`config.mk`:
```
export PLATFORM = sky130hd
export DESIGN_NAME = clock_div_ctrl_flat
export DESIGN_NICKNAME = d
export VERILOG_FILES = /design/src/rtl/clock_div_ctrl_if.sv /design/src/rtl/clock_div_ctrl.sv /design/src/flat_wrapper.sv
export SDC_FILE = /design/constraint.sdc
export NUM_CORES = 1
export LEC_CHECK = 0
export CORE_MARGIN = 2
export CORE_UTILIZATION = 25
export DETAILED_ROUTE_END_ITERATION = 8
export SYNTH_ARGS = -nofsm -noshare
export SYNTH_HDL_FRONTEND = slang
export SYNTH_SLANG_ARGS = --single-unit
```
`constraint.sdc`:
```
create_clock -name clock -period 4.44 [get_ports clock]
set_clock_uncertainty 0.15 [all_clocks]
set_input_delay 0.444 -clock clock [delete_from_list [all_inputs] [get_ports clock]]
set_output_delay 0.444 -clock clock [all_outputs]
set_load 0.01 [all_outputs]
```
`src/rtl/clock_div_ctrl_if.sv`:
```
`default_nettype none
// ============================================================================
// Module      : clock_div_ctrl_if
// Description : Ratio-request channel for clock_div_ctrl. A requester offers
//               a new divide ratio with req_valid/req_div; the controller
//               answers with req_ready. A transfer occurs on a cycle where
//               req_valid and req_ready are both high.
//               Signals:
//                 req_valid  requester -> controller  ratio offered
//                 req_div    requester -> controller  requested ratio (0 = gate)
//                 req_ready  controller -> requester  ratio can be accepted
// Revision    : 1.0  initial release
// ============================================================================
interface clock_div_ctrl_if #(
    parameter int unsigned WIDTH = 8
);
    logic             req_valid;
    logic             req_ready;
    logic [WIDTH-1:0] req_div;

    // Requester side (config register block / testbench)
    modport master (
        output req_valid,
        output req_div,
        input  req_ready
    );

    // Controller side
    modport slave (
        input  req_valid,
        input  req_div,
        output req_ready
    );
endinterface
`default_nettype wire

```
`src/rtl/clock_div_ctrl.sv`:
```
`default_nettype none
// ============================================================================
// Module      : clock_div_ctrl
// Description : Runtime-programmable clock divider. Produces a divided clock
//               level (div_clk, straight from a flop) and a one-cycle enable
//               (div_en) in the last fast cycle of each divided period.
//               New ratios arrive on a valid/ready channel and take effect
//               only at a period boundary, so no runt phase is ever emitted.
//               Ports:
//                 clock    fast clock, rising edge
//                 reset    synchronous active-high reset
//                 req      ratio request channel (slave side)
//                 done     one-cycle pulse, first cycle at a new ratio
//                 cur_div  ratio currently in effect (0 = gated)
//                 div_clk  divided clock level (registered)
//                 div_en   high in the last fast cycle of each period
// Revision    : 1.0  initial release
// ============================================================================
module clock_div_ctrl #(
    parameter int unsigned WIDTH    = 8,
    parameter int unsigned INIT_DIV = 1
) (
    input  wire logic             clock,
    input  wire logic             reset,
    clock_div_ctrl_if.slave       req,
    output logic                  done,
    output logic [WIDTH-1:0]      cur_div,
    output logic                  div_clk,
    output logic                  div_en
);

    localparam logic [WIDTH-1:0] c_one      = WIDTH'(1);
    localparam logic [WIDTH-1:0] c_init_div = WIDTH'(INIT_DIV);
    // A ratio of 1 keeps both outputs permanently high, including at reset.
    localparam logic             c_init_one = (INIT_DIV == 32'd1);

    typedef enum logic [0:0] {
        ST_IDLE    = 1'b0,
        ST_PENDING = 1'b1
    } state_t;

    state_t           state_q,   state_d;
    logic [WIDTH-1:0] cur_div_q, cur_div_d;
    logic [WIDTH-1:0] pend_div_q, pend_div_d;
    logic [WIDTH-1:0] count_q,   count_d;
    logic             done_q,    done_d;
    logic             div_clk_q, div_clk_d;
    logic             div_en_q,  div_en_d;

    logic             w_running;
    logic             w_wrap;
    logic             w_xfer;
    logic             w_apply;

    // ------------------------------------------------------------------
    // Phase decode of the current cycle
    // ------------------------------------------------------------------
    assign w_running = (cur_div_q != '0);
    assign w_wrap    = w_running && (count_q == (cur_div_q - c_one));
    assign w_xfer    = req.req_valid && (state_q == ST_IDLE);
    // pend is only visible the cycle after the transfer, so a request taken
    // on a wrap cycle naturally waits for the following wrap.
    assign w_apply   = (state_q == ST_PENDING) && (!w_running || w_wrap);

    // ------------------------------------------------------------------
    // Next-state logic
    // ------------------------------------------------------------------
    always_comb begin
        state_d    = state_q;
        cur_div_d  = cur_div_q;
        pend_div_d = pend_div_q;
        count_d    = count_q;
        done_d     = 1'b0;

        case (state_q)
            ST_IDLE: begin
                if (w_xfer) begin
                    state_d    = ST_PENDING;
                    pend_div_d = req.req_div;
                end
            end
            ST_PENDING: begin
                if (w_apply) begin
                    state_d   = ST_IDLE;
                    cur_div_d = pend_div_q;
                    done_d    = 1'b1;
                end
            end
            default: begin
                state_d = ST_IDLE;
            end
        endcase

        // A new ratio always starts at phase 0, which keeps count below
        // the ratio without any extra clamping.
        if (w_apply || !w_running || w_wrap) begin
            count_d = '0;
        end else begin
            count_d = count_q + c_one;
        end

        // Outputs are decoded from the next phase and next ratio so that
        // they appear registered, aligned with count_q in the same cycle.
        div_clk_d = (cur_div_d != '0) && (count_d >= (cur_div_d >> 1));
        div_en_d  = (cur_div_d != '0) && (count_d == (cur_div_d - c_one));
    end

    // ------------------------------------------------------------------
    // State registers
    // ------------------------------------------------------------------
    always_ff @(posedge clock) begin
        if (reset) begin
            state_q    <= ST_IDLE;
            cur_div_q  <= c_init_div;
            pend_div_q <= '0;
            count_q    <= '0;
            done_q     <= 1'b0;
            div_clk_q  <= c_init_one;
            div_en_q   <= c_init_one;
        end else begin
            state_q    <= state_d;
            cur_div_q  <= cur_div_d;
            pend_div_q <= pend_div_d;
            count_q    <= count_d;
            done_q     <= done_d;
            div_clk_q  <= div_clk_d;
            div_en_q   <= div_en_d;
        end
    end

    assign req.req_ready = (state_q == ST_IDLE);
    assign done          = done_q;
    assign cur_div       = cur_div_q;
    assign div_clk       = div_clk_q;
    assign div_en        = div_en_q;

endmodule
`default_nettype wire

```
`src/flat_wrapper.sv`:
```
// flat-port wrapper written by rule: the top's interface ports become plain ports
module clock_div_ctrl_flat 
#(
    parameter int unsigned WIDTH    = 8,
    parameter int unsigned INIT_DIV = 1
)
  (clock, reset, done, cur_div, div_clk, div_en, req_req_valid, req_req_div, req_req_ready);
  clock_div_ctrl_if #(.WIDTH(WIDTH)) req_i ();
  input  wire logic clock;
  input  wire logic reset;
  output logic done;
  output logic [WIDTH-1:0] cur_div;
  output logic div_clk;
  output logic div_en;
  input wire logic [$bits(req_i.req_valid)-1:0] req_req_valid;
  input wire logic [$bits(req_i.req_div)-1:0] req_req_div;
  output wire logic [$bits(req_i.req_ready)-1:0] req_req_ready;
  assign req_i.req_valid = req_req_valid;
  assign req_i.req_div = req_req_div;
  assign req_req_ready = req_i.req_ready;
  clock_div_ctrl #(.WIDTH(WIDTH), .INIT_DIV(INIT_DIV)) u_core (.clock(clock), .reset(reset), .req(req_i), .done(done), .cur_div(cur_div), .div_clk(div_clk), .div_en(div_en));
endmodule
```
======== Yosys cells after proc, flatten, opt, wreduce, memory -nomap -nowiden ========
Index checks and enable logic that the tools add are counted.
operators by class
  $add $sub $neg .......................... 3
  order comparisons ....................... 1
  equal/unequal tests ..................... 2
  multiplexer cells ....................... 7
  bitwise gates (word level) .............. 1
  reduce and logical (&&, ||, !) cells .... 13
operators by type and width
  cell                   number
  $mux W8                3
  $eq A8 B8 Y1           2
  $reduce_bool A8 Y1     2
  $sub A8 B1 Y8 const B  2
  $add A8 B1 Y8 const B  1
  $ge A8 B7 Y1           1
  $logic_and A1 B1 Y1    5
  $logic_or A1 B1 Y1     3
  $mux W1                3
  $pmux W1 S2            1
  $reduce_and A2 Y1      1
  $reduce_or A2 Y1       1
  $logic_not A1 Y1       1
  $not A1 Y1             1
storage, ports and cells
  bits in registers ....................... 28
  bits of input ports ..................... 11
  output and inout port bits .............. 12
  logic and storage cells ................. 34

======== Logic depth before layout (Yosys ltp) ========
Gate-level depths: netlist of run 1.
  word-level depth ........................ 10
  gate-level depth with buffers ........... 20
  depth with buffers taken out ............ 20

======== Worst setup path after synthesis of run 1 ========
Ideal clock, no wire load.
  path type ............................... reg-to-reg
  from .................................... register u_core.cur_div_q[0], in the netlist u_core.cur_div[0]
  to ...................................... register u_core.div_clk_q, in the netlist u_core.div_clk
  arrival ................................. 3.738 ns
  setup slack ............................. 0.432 ns
  cell stages (with the launch flop) ...... 21
  path buffers ............................ 0
  cells stage by stage .................... dfxtp_1 inv_1 ha_1 nor2b_2 a21o_1 a2111oi_4 o211ai_4 a21oi_4 nor2_1 a21oi_1 inv_1 ha_1 nand2b_1 a21o_1 a21o_1 a21oi_1 nor2b_1 o21ai_0 nand2b_1 a211oi_1 o21bai_1
on the way
  elaborated cells between the ends (all ways) .. 15
  those cells by class .................... 1 x add/sub; 1 x order compare; 1 x eq/ne; 3 x mux; 9 x reduce/logical
RTL lines
  what                                                       RTL line               source
  start, declared                                            clock_div_ctrl.sv:43   logic [WIDTH-1:0] cur_div_q, cur_div_d;
  start signal, assigned                                     clock_div_ctrl.sv:114  cur_div_q <= c_init_div;
  start signal, assigned                                     clock_div_ctrl.sv:122  cur_div_q <= cur_div_d;
  $sub A8 B1 Y8                                              clock_div_ctrl.sv:59   assign w_wrap = w_running && (count_q == (cur_div_q - c_one));
  $eq A8 B8 Y1                                               clock_div_ctrl.sv:59
  $logic_and A1 B1 Y1                                        clock_div_ctrl.sv:59
  $logic_or A1 B1 Y1 (*)                                     clock_div_ctrl.sv:63   assign w_apply = (state_q == ST_PENDING) && (!w_running || w_wrap);
  $logic_and A1 B1 Y1 (*)                                    clock_div_ctrl.sv:63
  $mux W8 (*)                                                clock_div_ctrl.sv:83   if (w_apply) begin
  $mux W8 (*)                                                clock_div_ctrl.sv:75   case (state_q)
  net u_core.cur_div_d[1]                                    clock_div_ctrl.sv:43
  $ge A8 B7 Y1 / $reduce_bool A8 Y1 (equally long branches)  clock_div_ctrl.sv:104  div_clk_d = (cur_div_d != '0) && (count_d >= (cur_div_d >> 1));
  $logic_and A1 B1 Y1 (*)                                    clock_div_ctrl.sv:104
  end signal, assigned                                       clock_div_ctrl.sv:118  div_clk_q <= c_init_one;
  end signal, assigned                                       clock_div_ctrl.sv:126  div_clk_q <= div_clk_d;
  end, declared                                              clock_div_ctrl.sv:47   logic div_clk_q, div_clk_d;
The timed path passes the listed nets; every way through them passes the cells marked *.
A chain may end at the register's enable or synchronous reset.

======== Final worst setup path of run 1 ========
Ends and elaborated chain as after synthesis.

==> results of run 1 <==
registers in the layout, indices dropped and copies added, names as in the netlist:
name,count
u_core.count_q,8
u_core.cur_div,8
u_core.div_clk,1
u_core.div_en,1
u_core.done,1
u_core.pend_div_q,8
u_core.state_q,1
worst register-to-register path, stage by stage (launching register included):
cell and delay (ns):
dfxtp_1 0.45, inv_1 0.13, ha_1 0.23, nor2b_2 0.17, a21o_1 0.22, a2111oi_4 0.39
o211ai_4 0.20, a21oi_4 0.19, buf_4 0.19, a21oi_1 0.11, inv_1 0.07, ha_1 0.21
nand2b_1 0.15, a21o_1 0.18, a21o_1 0.18, a21oi_1 0.14, nor2b_1 0.05, o21ai_0 0.16
nand2b_1 0.07, a211oi_1 0.24, o21bai_1 0.08
cell type report:
type	count	share of cell area, %
flip-flops and latches	28	22.9
inverters	11	1.69
repair buffers	28	10.8
well taps	105	5.37
multi-input cells	195	57.0
clock buffers	4	2.25
power groups by stage:
stage                     logic [µW]  clock network, µW  registers (µW)
after floorplan                  694                  0             324
after global placement           886                  0             331
after detailed placement         895                  0             332
after CTS                        899                166             326
after global routing             998                178             332
final                            891                163             326
placed cells by master, fill, tap and decap left out, types with 11 or more instances in the layout:
cell and count:
dfxtp_1 28, mux2i_1 12, nor3_1 12, nand2_1 30
clkdlybuf4s50_1 22, xor2_1 11, xnor2_1 11, inv_1 11
a21oi_1 14, ha_1 12, nor2_1 22
cell usage after synthesis (2+ instances only):
| master | instances | area share, % |
|---|---|---|
| nor2_1 | 22 | 4.0 |
| nor2b_1 | 5 | 1.5 |
| mux2i_1 | 12 | 5.8 |
| nor3_1 | 12 | 2.9 |
| xor2_1 | 11 | 4.6 |
| a21o_1 | 3 | 1.1 |
| buf_2 | 3 | 0.72 |
| ha_1 | 12 | 7.2 |
| dfxtp_1 | 28 | 27 |
| nand2_1 | 30 | 5.4 |
| o21ai_0 | 5 | 1.2 |
| xnor2_1 | 11 | 4.6 |
| nor3_4 | 2 | 1.6 |
| o31ai_1 | 2 | 0.72 |
| clkbuf_1 | 6 | 1.1 |
| a22oi_1 | 2 | 0.72 |
| nand3_1 | 5 | 1.2 |
| inv_1 | 11 | 2.0 |
| o211ai_1 | 3 | 1.1 |
| or3_1 | 5 | 1.5 |
| a21oi_1 | 14 | 3.4 |
| nand2b_1 | 3 | 0.90 |
| buf_4 | 4 | 1.4 |
| and3b_1 | 2 | 0.84 |
routing by layer:
metal,track usage (%),vias up,wire length [µm]
met4,1.93,0,48
li1,-,902,-
met1,16.4,857,2340
met3,1.42,7,277
met2,21.3,51,2530
met5,0,-,0
through the flow:
stage	hold slack [ns]	total power, µW
6_report	0.358	1380
5_1_grt	0.369	1510
4_1_cts	0.355	1390
3_5_place_dp	0.339	1230
3_3_place_gp	0.335	1220
2_1_floorplan	0.296	1020
final timing paths:
check | from | endpoint | slack (ns) | cells past startpoint
hold / removal | u_core.pend_div_q[7]$_SDFFE_PP0P_ | u_core.pend_div_q[7]$_SDFFE_PP0P_ | 0.36 | 2
setup / recovery | u_core.cur_div[0]$_SDFF_PP1_ | u_core.div_clk$_SDFF_PP1_ | 0.38 | 20
setup reg to reg | u_core.cur_div[0]$_SDFF_PP1_ | u_core.div_clk$_SDFF_PP1_ | 0.38 | 20
hold reg to reg | u_core.pend_div_q[7]$_SDFFE_PP0P_ | u_core.pend_div_q[7]$_SDFFE_PP0P_ | 0.36 | 2
cells by family after synthesis:
group / synth area share [%]
AND/OR/NAND/NOR: 24.5
AO/OA/AOI/OAI: 19.0
flip-flops: 27.0
buffers and inverters: 5.96
XOR/XNOR: 9.27
multiplexers: 7.04
adder cells (fa/ha/maj): 7.22
==> run_results.csv, run 1 <==
group,metric,value,unit
sta,post-route-period-util,91.5,%
logic_synthesis,ys_seq_area_share,27.0,%
sta,drv_slew,0,
critical_path,crit_top_cell,"a21o_1",
power,p_comb_share,64.6,%
cts,clock_sinks,28,
cts,clock_path_buffers,2,
cts,cts_setup_buffers,0,
cts,cts_buffers,3,
power,ir_drop,0.000231,V
cts,cts_root_buf,"clkbuf_8",
place,post-place-cells,367,
critical_path,worst_setup_path_end_kind,"register",
global_routing,grt_max_degree,29,
logic_synthesis,synth_cells,249,
global_routing,grt_usage,12.2,%
final_layout,design_area,2450,µm²
critical_path,cp_max_fo,9,
critical_path,crit_family,"compound AO/OA/AOI/OAI gates",
power,p_clk_share,11.8,%
die,rows,33,
critical_path,critPathArrivalTime,4.08,ns
sta,finalHoldViolations,0,
routing,drt_wl_total,5200,µm
final_layout,seqCellArea,561,µm²
global_routing,grt.overflow.total,0,
logic_synthesis,synth_area,2080,µm²
routing,drc,0,
sta,tns,0,ns
die,ios,23,
place,place_area,2390,µm²
power,pwr-share-seq,23.6,%
logic_synthesis,synthFlopType,"dfxtp_1",
critical_path,crit_chain,"inv_1 -> ha_1 -> nor2b_2 -> a21o_1 -> a2111oi_4 -> o211ai_4 -> a21oi_4 -> buf_4 -> a21oi_1 -> inv_1 -> ha_1 -> nand2b_1 -> a21o_1 -> a21o_1 -> a21oi_1 -> nor2b_1 -> o21ai_0 -> nand2b_1 -> a211oi_1 -> o21bai_1",
cts,clock_latency,0.28,ns
critical_path,critPathBufInv,3,
die,initial_core_util,25.5,%
critical_path,worstPathRequired,4.46,ns
power,p_int,750,µW
hold_path,hold_class,"reg -> reg",
final_layout,fill_cells,870,
routing,first_pass_iters,4,
cts,hold_buffers,0,
sta,maxSlewHeadroom,27.1,%
final_layout,finalNetCount,290,
place,port_buffers,22,
global_routing,grt_pass1_vias,1761,
power,p_leak,0.000971,µW
final_layout,synthToLayoutAreaGrowth,17.8,%
global_routing,antenna_found_initial,0,
logic_synthesis,syn_avg_cell_area,8.35,µm²
sta,tightest_slew,1.09,ns
critical_path,cp_slowest_cell,"dfxtp_1",
logic_synthesis,synth-edff-count,0,
cts,cts_tree,"done",
die,core_area,8130,µm²
critical_path,worstSetupPathType,"reg -> reg",
job,drv_cap,0,
final_layout,antenna_cells,0,
sta,fin_crit,4.06,ns
logic_synthesis,synth_fp_nets,272,
routing,drt_first_iter_violations,80,
critical_path,max_stage_delay,0.45,ns
final_layout,multi_input_area,1390,µm²
final_layout,layoutNonFillerInstCount,371,
logic_synthesis,yosysWarnings,0,
place,dpl_worst_slack,0.398,ns
cts,cts-resized-gates,0,
place,hpwl,4080,µm
routing,vias,1817,
sta,rsz0062_at_grt,"no",
critical_path,start_kind,"register",
routing,ant_nets,0,
place,routabilityCongestion,0.914,
power,powerDensity,564,nW/µm²
power,switchingPower,631,µW
logic_synthesis,ys_seq_elements,28,
routing,vias_per_cell,4.90,
final_layout,drive_gt1_share,9.40,%
run_status,status,"completed",
logic_synthesis,synth_cell_types,60,
final_layout,fin_util,30.1,%
sta,finalWorstSetupSlack,0.376,ns
sta,fmax,246,MHz
global_routing,grt_pass1_wl,8770,µm
cts,h-tree-depth,1,
die,die_h,95.2,µm
logic_synthesis,async_reset_ff_share,0,%
power,switching_share,45.7,%
routing,wl_per_cell,14.0,µm
die,die_area,9060,µm²
die,die_w,95.2,µm
sta,setup_viol,0,
cts,clkTransAtPathRegs,0.10,ns
(Power assumes the default switching activity.)
==> run 2: changes to the inputs <==
--- a/config.mk
+++ b/config.mk
@@ -6,8 +6,9 @@
 export NUM_CORES = 1
 export LEC_CHECK = 0
 export CORE_MARGIN = 2
-export CORE_UTILIZATION = 25
+export CORE_UTILIZATION = 56
 export DETAILED_ROUTE_END_ITERATION = 8
+export PLACE_DENSITY = 0.87
 export SYNTH_ARGS = -nofsm -noshare
 export SYNTH_HDL_FRONTEND = slang
 export SYNTH_SLANG_ARGS = --single-unit
==> run 2 against run 1 <==
Compared with the run above: die area fell by 53%; cell area fell by 3.8%; via count rose by 0.22%; clock power fell by 2%; setup slack improved by 0.038 ns; critical path depth did not move; routed wire length fell by 6.5%; first-iteration DRC count rose by 61%; global-route usage rose by 13 points; critical path type unchanged; critical endpoint unchanged; largest cell class unchanged; largest power group unchanged; highest routed layer unchanged.
==> run_results.csv, run 2 (synthesized netlist as in run 1, its figures left out) <==
group,metric,value,unit
die,initial_core_util,57.6,%
critical_path,cp_max_fo,7,
critical_path,reg2regPathDepth,20,
cts,clock_path_buffers,2,
global_routing,grt_max_degree,29,
cts,cts_root_buf,"clkbuf_8",
cts,cts_tree,"done",
final_layout,seqCellArea,562,µm²
final_layout,drive_gt1_share,8.75,%
critical_path,r2r-end,"u_core.div_clk$_SDFF_PP1_",
final_layout,antenna_cells,0,
hold_path,hold_class,"reg -> reg",
final_layout,final_cell_mix,"30 x nand2_1, 27 x dfxtp_1, 22 x nor2_1, 22 x clkdlybuf4s50_1, 14 x a21oi_1",
critical_path,critPathBufInv,2,
routing,drt_first_iter_violations,129,
die,core_area,3610,µm²
critical_path,worstSetupPathType,"reg -> reg",
place,hpwl,3640,µm
critical_path,start_kind,"register",
sta,setup_viol,0,
critical_path,worst_setup_path_end_kind,"register",
critical_path,crit_family,"compound AO/OA/AOI/OAI gates",
critical_path,cp_slowest_cell,"dfxtp_1",
routing,vias_per_cell,5.86,
power,powerDensity,584,nW/µm²
place,dpl_worst_slack,0.394,ns
cts,hold_buffers,0,
final_layout,synthToLayoutAreaGrowth,13.3,%
sta,maxSlewHeadroom,32.1,%
sta,finalWorstSetupSlack,0.414,ns
hold_path,hold_start,"u_core.pend_div_q[1]$_SDFFE_PP0P_",
global_routing,grt.overflow.total,0,
power,ir_drop,0.000280,V
die,die_w,64.9,µm
power,total_power,1380,µW
critical_path,max_stage_delay,0.41,ns
die,die_h,64.9,µm
cts,cts-resized-gates,0,
job,drv_cap,0,
critical_path,crit_top_cell,"a21o_1",
sta,post-route-period-util,90.7,%
cts,clock_latency,0.28,ns
place,routabilityCongestion,0.925,
hold_path,min_to,"u_core.pend_div_q[1]$_SDFFE_PP0P_",
critical_path,reg2reg_from,"u_core.cur_div[1]$_SDFF_PP0_",
cts,clkTransAtPathRegs,0.10,ns
critical_path,r2r_slack,0.41,ns
run_status,status,"completed",
die,ios,23,
routing,wl_per_cell,15.6,µm
critical_path,critPathArrivalTime,4.04,ns
sta,finalHoldViolations,0,
cts,cts_setup_buffers,0,
sta,hold_ws,0.341,ns
routing,vias,1821,
critical_path,worstPathRequired,4.45,ns
place,place_area,2300,µm²
cts,h-tree-depth,1,
routing,first_pass_iters,4,
final_layout,finalNetCount,287,
sta,rsz0062_at_grt,"no",
sta,fin_crit,4.03,ns
final_layout,design_area,2350,µm²
sta,fmax,248,MHz
critical_path,crit_chain,"inv_1 -> ha_1 -> nor2b_2 -> a21o_1 -> a2111oi_4 -> o211ai_4 -> a21oi_4 -> nor2_1 -> a21oi_1 -> inv_1 -> ha_1 -> nand2b_1 -> a21o_1 -> a21o_1 -> a21oi_1 -> nor2b_1 -> o21ai_0 -> nand2b_1 -> a211oi_1 -> o21bai_1",
global_routing,antenna_found_initial,0,
sta,tns,0,ns
routing,ant_nets,0,
sta,tightest_slew,1.02,ns
global_routing,grt_pass1_wl,8370,µm
hold_path,min_path_cells,2,
final_layout,fill_cells,316,
die,rows,22,
global_routing,grt_pass1_vias,1803,
final_layout,multi_input_area,1390,µm²
routing,drt_wl_total,4860,µm
place,port_buffers,22,
sta,drv_slew,0,
power,p_leak,0.000954,µW
cts,clock_sinks,28,
die,die_area,4210,µm²
cts,cts_buffers,3,
global_routing,grt_usage,25.3,%
routing,drc,0,
final_layout,final_common_cell,"nand2_1",
run 2: cell types whose count changed in the layout (fill, tap and decap cells not counted), sizes merged:
cell / change
buf: -3
run 2: worst max-delay path by stage:
stage / start / slack (ns) / endpoint / cells past startpoint
2_1_floorplan: u_core.cur_div[0]$_SDFF_PP1_ / 0.43 / u_core.div_clk$_SDFF_PP1_ / 20
3_3_place_gp: u_core.cur_div[0]$_SDFF_PP1_ / 0.53 / u_core.div_clk$_SDFF_PP1_ / 20
3_5_place_dp: u_core.cur_div[0]$_SDFF_PP1_ / 0.39 / u_core.div_clk$_SDFF_PP1_ / 20
4_1_cts: u_core.cur_div[0]$_SDFF_PP1_ / 0.31 / u_core.div_clk$_SDFF_PP1_ / 20
5_1_grt: u_core.cur_div[0]$_SDFF_PP1_ / 0.07 / u_core.div_clk$_SDFF_PP1_ / 20
6_report: u_core.cur_div[1]$_SDFF_PP0_ / 0.41 / u_core.div_clk$_SDFF_PP1_ / 20
run 2: layer usage:
metal | wire length (µm) | track usage, %
met5 | 0 | 0
met4 | 165 | 9.84
met3 | 360 | 3.99
met2 | 2250 | 41.2
met1 | 2090 | 33.3
run 2: area by class of cell:
cell class | count | area share, %
multi-input cells | 195 | 59.2
flip-flops and latches | 28 | 23.9
repair buffers | 25 | 10.3
well taps | 48 | 2.55
clock buffers | 4 | 2.34
inverters | 11 | 1.75
run 2: where the power goes:
part           leakage, µW  total, µW  switching, µW  internal [µW]
logic             0.000698        876            498            379
clock network    0.0000288        159           80.0           79.5
registers         0.000228        340           54.6            285
total             0.000954       1380            632            744
run 2: worst reg2reg max path, cell delays in order, from the launching register on:
cell	delay [ns]
dfxtp_1	0.41
inv_1	0.10
ha_1	0.21
nor2b_2	0.17
a21o_1	0.22
a2111oi_4	0.39
o211ai_4	0.20
a21oi_4	0.24
nor2_1	0.06
a21oi_1	0.17
inv_1	0.07
ha_1	0.26
nand2b_1	0.14
a21o_1	0.17
a21o_1	0.17
a21oi_1	0.15
nor2b_1	0.06
o21ai_0	0.14
nand2b_1	0.08
a211oi_1	0.25
o21bai_1	0.09
run 2: metrics by stage:
stage | util (%) | cells
2_1_floorplan | - | 249
6_report | 65.3 | 311
4_1_cts | 65.3 | 311
3_5_place_dp | 63.7 | 307
3_3_place_gp | 63.7 | 307
5_1_grt | 65.3 | 311
